<file path="src/rtl/uart_tx_cfg.sv">
`default_nettype none
// ============================================================================
// Module  : uart_tx_cfg
// Brief   : UART transmitter with configurable data width, parity and stop
//           bits; optional input FIFO when UART_TX_FIFO_EN is defined.
// Revision: 1.0
// ============================================================================
module uart_tx_cfg #(
  parameter int CLK_FREQ   = 50_000_000,
  parameter int BAUD_RATE  = 9600,
  parameter int DATA_BITS  = 8,
  parameter int PARITY     = 0,
  parameter int STOP_BITS  = 1,
  parameter int FIFO_DEPTH = 4
) (
  input  logic                 clk,
  input  logic                 reset,
  input  logic                 s_valid,
  input  logic [DATA_BITS-1:0] s_data,
  output logic                 s_ready,
  output logic                 tx,
  output logic                 busy,
  output logic                 tx_done
);

  localparam int BAUD_DIV = CLK_FREQ / BAUD_RATE;
  localparam int BW       = $clog2(BAUD_DIV);
  localparam int CW       = $clog2(DATA_BITS + 1);

  localparam logic [BW-1:0] BAUD_LAST = BW'(BAUD_DIV - 1);
  localparam logic [CW-1:0] DATA_LAST = CW'(DATA_BITS - 1);
  localparam logic [CW-1:0] STOP_LAST = CW'(STOP_BITS - 1);

  localparam logic [2:0] S_IDLE   = 3'd0;
  localparam logic [2:0] S_START  = 3'd1;
  localparam logic [2:0] S_DATA   = 3'd2;
  localparam logic [2:0] S_PARITY = 3'd3;
  localparam logic [2:0] S_STOP   = 3'd4;

  logic [2:0]           state_q, state_d;
  logic [BW-1:0]        baud_q,  baud_d;
  logic [CW-1:0]        bit_q,   bit_d;
  logic [DATA_BITS-1:0] shift_q, shift_d;
  logic                 par_q,   par_d;
  logic                 last_q,  last_d;
  logic                 tx_q,    tx_d;
  logic                 busy_q,  busy_d;
  logic                 done_q,  done_d;

  logic                 load;
  logic [DATA_BITS-1:0] load_data;
  logic                 baud_tick;

  assign baud_tick = (baud_q == BAUD_LAST);

`ifdef UART_TX_FIFO_EN
  localparam int            AW        = $clog2(FIFO_DEPTH);
  localparam logic [AW:0]   FIFO_FULL = (AW + 1)'(FIFO_DEPTH);

  logic [DATA_BITS-1:0] mem_q [FIFO_DEPTH];
  logic [AW-1:0]        wr_q,  wr_d;
  logic [AW-1:0]        rd_q,  rd_d;
  logic [AW:0]          cnt_q, cnt_d;
  logic                 push;
  logic                 pop;

  // A full FIFO refuses the word even if the FSM pops in the same cycle.
  always_comb begin
    s_ready = (cnt_q != FIFO_FULL);
    push    = s_valid && s_ready;
    pop     = (state_q == S_IDLE) && (cnt_q != '0);
    wr_d    = push ? wr_q + 1'b1 : wr_q;
    rd_d    = pop  ? rd_q + 1'b1 : rd_q;
    cnt_d   = cnt_q;
    case ({push, pop})
      2'b10:   cnt_d = cnt_q + 1'b1;
      2'b01:   cnt_d = cnt_q - 1'b1;
      default: cnt_d = cnt_q;
    endcase
  end

  always_ff @(posedge clk or posedge reset) begin
    if (reset) begin
      wr_q  <= '0;
      rd_q  <= '0;
      cnt_q <= '0;
    end else begin
      wr_q  <= wr_d;
      rd_q  <= rd_d;
      cnt_q <= cnt_d;
    end
  end

  always_ff @(posedge clk) begin
    if (push) begin
      mem_q[wr_q] <= s_data;
    end
  end

  assign load      = pop;
  assign load_data = mem_q[rd_q];
`else
  assign s_ready   = (state_q == S_IDLE);
  assign load      = s_valid && s_ready;
  assign load_data = s_data;

  // FIFO_DEPTH has no effect in this build.
  if (FIFO_DEPTH < 2) begin : g_fifo_depth_unused
  end
`endif

  always_ff @(posedge clk or posedge reset) begin
    if (reset) begin
      state_q <= S_IDLE;
      baud_q  <= '0;
      bit_q   <= '0;
      shift_q <= '0;
      par_q   <= 1'b0;
      last_q  <= 1'b0;
      tx_q    <= 1'b1;
      busy_q  <= 1'b0;
      done_q  <= 1'b0;
    end else begin
      state_q <= state_d;
      baud_q  <= baud_d;
      bit_q   <= bit_d;
      shift_q <= shift_d;
      par_q   <= par_d;
      last_q  <= last_d;
      tx_q    <= tx_d;
      busy_q  <= busy_d;
      done_q  <= done_d;
    end
  end

  always_comb begin
    state_d = state_q;
    baud_d  = baud_q;
    bit_d   = bit_q;
    shift_d = shift_q;
    par_d   = par_q;
    case (state_q)
      S_IDLE: begin
        if (load) begin
          state_d = S_START;
          baud_d  = '0;
          bit_d   = '0;
          shift_d = load_data;
          par_d   = (PARITY == 1) ? ~^load_data : ^load_data;
        end
      end
      default: begin
        baud_d = baud_tick ? '0 : baud_q + 1'b1;
        if (baud_tick) begin
          case (state_q)
            S_START: state_d = S_DATA;
            S_DATA: begin
              shift_d = shift_q >> 1;
              bit_d   = bit_q + 1'b1;
              if (bit_q == DATA_LAST) begin
                bit_d   = '0;
                state_d = (PARITY != 0) ? S_PARITY : S_STOP;
              end
            end
            S_PARITY: state_d = S_STOP;
            S_STOP: begin
              bit_d = bit_q + 1'b1;
              if (bit_q == STOP_LAST) begin
                bit_d   = '0;
                state_d = S_IDLE;
              end
            end
            default: state_d = S_IDLE;
          endcase
        end
      end
    endcase
  end

  // Outputs are registered, so the line trails the state by one clock.
  always_comb begin
    busy_d = (state_q != S_IDLE);
    last_d = (state_q == S_STOP);
    done_d = (state_q == S_IDLE) && last_q;
    case (state_q)
      S_START:  tx_d = 1'b0;
      S_DATA:   tx_d = shift_q[0];
      S_PARITY: tx_d = par_q;
      default:  tx_d = 1'b1;
    endcase
  end

  assign tx      = tx_q;
  assign busy    = busy_q;
  assign tx_done = done_q;

endmodule
`default_nettype wire

</file>
<file path="config.mk">
export PLATFORM = sky130hd
export DESIGN_NAME = uart_tx_cfg
export DESIGN_NICKNAME = d
export VERILOG_FILES = /design/src/rtl/uart_tx_cfg.sv
export SDC_FILE = /design/constraint.sdc
export NUM_CORES = 1
export LEC_CHECK = 0
export ABC_AREA = 1
export BUFFER_PORTS_ARGS = -buffer_cell sky130_fd_sc_hd__buf_2
export CORE_ASPECT_RATIO = 0.5
export CORE_UTILIZATION = 45
export CTS_CLUSTER_DIAMETER = 200
export DETAILED_ROUTE_END_ITERATION = 6
export GPL_TIMING_DRIVEN = 0
export HOLD_SLACK_MARGIN = 0.03
export SLEW_MARGIN = 15
export SYNTH_ARGS = -nofsm -noshare
export SYNTH_HDL_FRONTEND = slang
export SYNTH_SLANG_ARGS = --single-unit
</file>
<file path="constraint.sdc">
create_clock -name clk -period 1.68 [get_ports clk]
set_input_delay 0.336 -clock clk [delete_from_list [all_inputs] [get_ports clk]]
set_output_delay 0.336 -clock clk [all_outputs]
set_load 0.005 [all_outputs]
</file>
After elaboration in Yosys (flattened, before gate mapping)

Index checks and enable logic that the tools add are counted.

Flip-flop bits (word level): 33
Bits in latches: 0
RAM bits: 0
Bits in read-only memories: 0
Bits of input ports: 11
Output and inout bits: 4
Logic and storage cells: 53
Memories kept: 0

Add/subtract/negate cells: 2
Multiply operators: 0
Div/mod/pow operators: 0
$lt $le $gt $ge: 0
Eq/ne operators: 9
Shift operators: 0
Muxes and demuxes: 20
Bitwise logic cells: 0
Reduce and logical (&&, ||, !) cells: 13

Operators by type and width:

| cell                    | number |
|---|---|
| $mux W13                | 3 |
| $mux W8                 | 4 |
| $mux W4                 | 5 |
| $mux W3                 | 5 |
| $add A13 B1 Y13 const B | 1 |
| $eq A13 B13 Y1 const B  | 1 |
| $pmux W3 S4             | 1 |
| $pmux W4 S2             | 1 |
| $reduce_xor A8 Y1       | 1 |
| $eq A3 B2 Y1 const B    | 2 |
| $reduce_and A3 Y1       | 2 |
| $reduce_bool A3 Y1      | 2 |
| $add A4 B1 Y4 const B   | 1 |
| $eq A4 B3 Y1 const B    | 1 |
| $logic_not A4 Y1        | 1 |
| $reduce_and A4 Y1       | 1 |
| $reduce_bool A2 Y1      | 2 |
| $eq A3 B1 Y1 const B    | 1 |
| $eq A3 B3 Y1 const B    | 1 |
| $logic_not A3 Y1        | 1 |
| $ne A3 B2 Y1 const B    | 1 |
| $ne A3 B3 Y1 const B    | 1 |
| $pmux W1 S3             | 1 |
| $logic_and A1 B1 Y1     | 2 |
| other kinds (2)         | 2 |

Longest topological paths before layout

Word-level depth: 5
Depth in mapped cells: 10
Depth with buffers taken out: 10

Worst setup path before layout

Ideal clock, no wire load.

Kind: register -> register
From: register baud_q[0]
To: register shift_q[0]
Setup time: 65 ps
Arrival time: 1247 ps
Data required time: 1615 ps
Slack: 368 ps
Stages on the path, launching flop included: 9
Path buffers: 1
Clock period less this slack: 1312 ps
Path through: dfrtp_1 ha_1 nand2_2 nor2_2 nand3_2 nand2_4 buf_6 nand3_1 nand2_1

Cells in the longest elaborated chain, start to end: 3

Ends and longest elaborated chain:

| item                                | RTL line | RTL |
|---|---|---|
| from (decl)                         | 41       | `logic [BW-1:0] baud_q, baud_d;` |
| from (signal assigned)              | 125      | `baud_q <= baud_d;` |
| $eq A13 B13 Y1                      | 54       | `assign baud_tick = (baud_q == BAUD_LAST);` |
| $reduce_bool A2 Y1 (no source line) | -        |  |
| $reduce_and A3 Y1 (no source line)  | -        |  |
| to (signal assigned)                | 127      | `shift_q <= shift_d;` |
| to (decl)                           | 43       | `logic [DATA_BITS-1:0] shift_q, shift_d;` |

Every way passes these cells.
A chain may end at the register's enable or synchronous reset.

Worst setup path in the final report

From: register state_q[1]
To: output port s_ready

Cells in the longest elaborated chain, start to end: 1

Ends and longest elaborated chain:

| item                   | RTL line | RTL |
|---|---|---|
| from (decl)            | 40       | `logic [2:0] state_q, state_d;` |
| from (signal assigned) | 124      | `state_q <= state_d;` |
| $logic_not A3 Y1       | 103      | `assign s_ready = (state_q == S_IDLE);` |
| to (decl)              | 20       | `output logic s_ready,` |

Every way passes these cells.

==> results.yml <==
sta:
  timing.fmax_mhz: 629
  timing.final.ws_setup_ns: 0.0913
  setup-tns-final_ns: 0
  hold_violations: 0
  final.period_utilization_pct: 94.6
  setup_viol: 0
  rsz0062_at_grt: "no"
  finClkSkew_ns: 0.00979
  max_slew_margin_pct: 54.3
  drv_slew: 0
  layout_min_cycle_time_ns: 1.59
  worstMarginPinSlew_ns: 0.685
layout:
  num-nets-final: 324
  stdcell_area_mm2: 0.00228
  syn_to_final_growth_pct: 10.7
  final-seq-area_um2: 827
  n_fill_cell: 404
  layout-drive-gt1-share_pct: 15.1
  multi_input_area_mm2: 0.00103
  antenna_cells: 0
detailed_routing:
  wl_met3_um: 169
  drc: 1
  drtPass1Iterations: 7
  routed.top_layer: "met4"
  wl_met1_um: 2170
  vias: 1825
  drt_iter0_markers: 51
  antenna_left: 0
  vias_per_cell: 5.00
  avgRoutedWirePerCell_um: 11.7
  wirelength_um: 4290
  wl_met2_um: 1920
cts:
  clk_path_buf_depth: 2
  numCtsBuffers: 5
  clk_pin_slew_ns: 0.07
  cts_resized: 0
  cts-root-buf: "clkbuf_8"
  cts_tree: "done"
  clock_sinks: 33
  clk_latency_ns: 0.28
  postCtsSetupRepairBufs: 0
  h-tree-depth: 2
  ctsHoldBuffers: 0
run_status:
  failed_checks: "DRC"
  outcome: "finished, violations left"
place:
  routabilityCongestion: 0.871
  dpl.hpwl_um: 3220
  dp_slack_ns: 0.182
  port_buffers: 14
  dpl_cell_area_mm2: 0.00220
worst_setup_path:
  crit_fanout: 9
  worstReg2RegStart: "baud_q[0]$_DFFE_PP0P_"
  worst_setup_path_start_kind: "flip-flop"
  worstPathArrival_ns: 1.25
  rr_worst_depth: 8
  startpoint: "state_q[1]$_DFFE_PP0P_"
  crit_type: "flip-flop to output port"
  timing.rr.end: "shift_q[3]$_DFFE_PP0P_"
  endpoint_kind: "output port"
  reg2reg_slack_ns: 0.16
  worstPathRequired_ns: 1.34
yosys:
  syn-mean-instance-area_um2: 7.13
  netlist_instances: 289
  ys_seq_area_share_pct: 40.2
  synth.net_count: 303
  syn_area_mm2: 0.00206
  ys_ff_latch: 33
  synthDistinctLibCells: 33
  yosysWarnings: 0
global_route:
  groute.usage.overall_pct: 19.7
  grt_max_degree: 34
  grt-ovfl-total: 0
  antenna_found_initial: 0
  grt_pass1_wl_um: 7380
  grt_pass1_vias: 1616
die:
  row_count: 16
  pin_count: 15
  floorplan.core_area_mm2: 0.00414
  fp.dieH_um: 49.8
  initial_utilization_pct: 49.7
  die_x_um: 97.7
  die-area_mm2: 0.00487
power_and_ir_drop:
  power.share.clock_pct: 16.7
  swShare_pct: 45.2
  p_leak_uw: 0.00122
  max-vdd-ir-drop_mv: 0.576
  seqPwrFrac_pct: 35.6
  p_switching_uw: 1570
  combPwrFrac_pct: 47.6
  p_int_uw: 1900
  powerDensity_mw_per_mm2: 1520
hold_path:
  hold_class: "input port to asynchronous set/reset pin"
job:
  max_cap_viol_count: 0
[logic make-up after synthesis]
family / share of synthesized area, %
xor+xnor: 2.13
buf+inv: 9.72
flops: 40.2
simple gates: 38.6
compound gates: 7.53
fa+ha+maj: 1.82
[layout by cell type, fill, tap and decap left out, drive strengths merged]
| cell | count |
|---|---|
| nand4 | 3 |
| o21bai | 1 |
| nand2 | 118 |
| clkinv | 3 |
| ha | 3 |
| o22ai | 3 |
| a31oi | 1 |
| o31ai | 1 |
| a21oi | 2 |
| buf | 17 |
| xor2 | 4 |
| nor2 | 28 |
| nand3b | 1 |
| o21ai | 18 |
| dfrtp | 32 |
| clkbuf | 6 |
| dfstp | 1 |
| nand3 | 25 |
| nor3 | 1 |
| xnor2 | 1 |
| inv | 42 |
[through the flow]
stage	std cells	total power (uW)	hold WS (ns)	utilization [%]
2_1_floorplan	289	2500	0.442	-
3_3_place_gp	357	2850	0.453	53.0
6_report	365	3460	0.150	55.0
4_1_cts	365	3490	0.172	55.0
5_1_grt	365	3760	0.232	55.0
3_5_place_dp	357	2910	0.466	53.0
[critical path, cell delays in order (launching register included)]
cell,delay [ns]
dfrtp_1,0.45
nor2_4,0.20
nand2_8,0.11
inv_8,0.11
buf_2,0.12
[registers in the layout, summed over array words and instances, names as in the netlist]
register,count
state_q,3
last_q,1
tx_done,1
baud_q,13
busy,1
shift_q,8
bit_q,4
par_q,1
tx,1
[area by class of cell]
type	count	area share (%)
buffer	3	1.15
clock buffer	6	3.18
clock inverter	2	0.439
inverter	43	7.63
multi-input combinational	210	45.3
sequential	33	36.3
tap	54	2.96
timing repair buffer	14	3.07
[layer usage]
| layer | vias up | GRT usage, % |
|---|---|---|
| li1 | 937 | - |
| met1 | 843 | 27.3 |
| met2 | 43 | 30.9 |
| met3 | 2 | 4.82 |
| met4 | 0 | 5.56 |
| met5 | - | 0 |
[synthesized netlist by cell type (all sizes together)]
| cell | number | share of area, % |
|---|---|---|
| clkinv | 1 | 0.18 |
| a31oi | 1 | 0.30 |
| inv | 42 | 8.3 |
| o31ai | 1 | 0.36 |
| o21bai | 1 | 0.36 |
| nand3 | 25 | 6.3 |
| xor2 | 4 | 1.7 |
| nand3b | 1 | 0.36 |
| ha | 3 | 1.8 |
| buf | 3 | 1.3 |
| a21oi | 2 | 0.67 |
| dfstp | 1 | 1.3 |
| nor3 | 1 | 0.24 |
| xnor2 | 1 | 0.43 |
| nand2 | 118 | 25 |
| nand4 | 3 | 0.91 |
| o21ai | 18 | 4.9 |
| nor2 | 28 | 6.1 |
| dfrtp | 32 | 39 |
| o22ai | 3 | 0.91 |
[how the worst max path moves through the flow]
stage	end	slack, ns
after floorplan	shift_q[0]$_DFFE_PP0P_	0.37
after global placement	busy$_DFF_PP0_	0.15
after detailed placement	shift_q[3]$_DFFE_PP0P_	0.18
after CTS	s_ready	0.07
after global routing	shift_q[3]$_DFFE_PP0P_	0.006
final	s_ready	0.09
[power by group through the flow]
| stage | Sequential, uW | Clock [uW] | Combinational, uW |
|---|---|---|---|
| CTS | 1230 | 596 | 1670 |
| global route | 1260 | 620 | 1870 |
| detailed placement | 1240 | 0 | 1660 |
| floorplan | 1200 | 0 | 1300 |
| global placement | 1230 | 0 | 1620 |
| finish | 1230 | 580 | 1650 |
(Power assumes the default switching activity.)
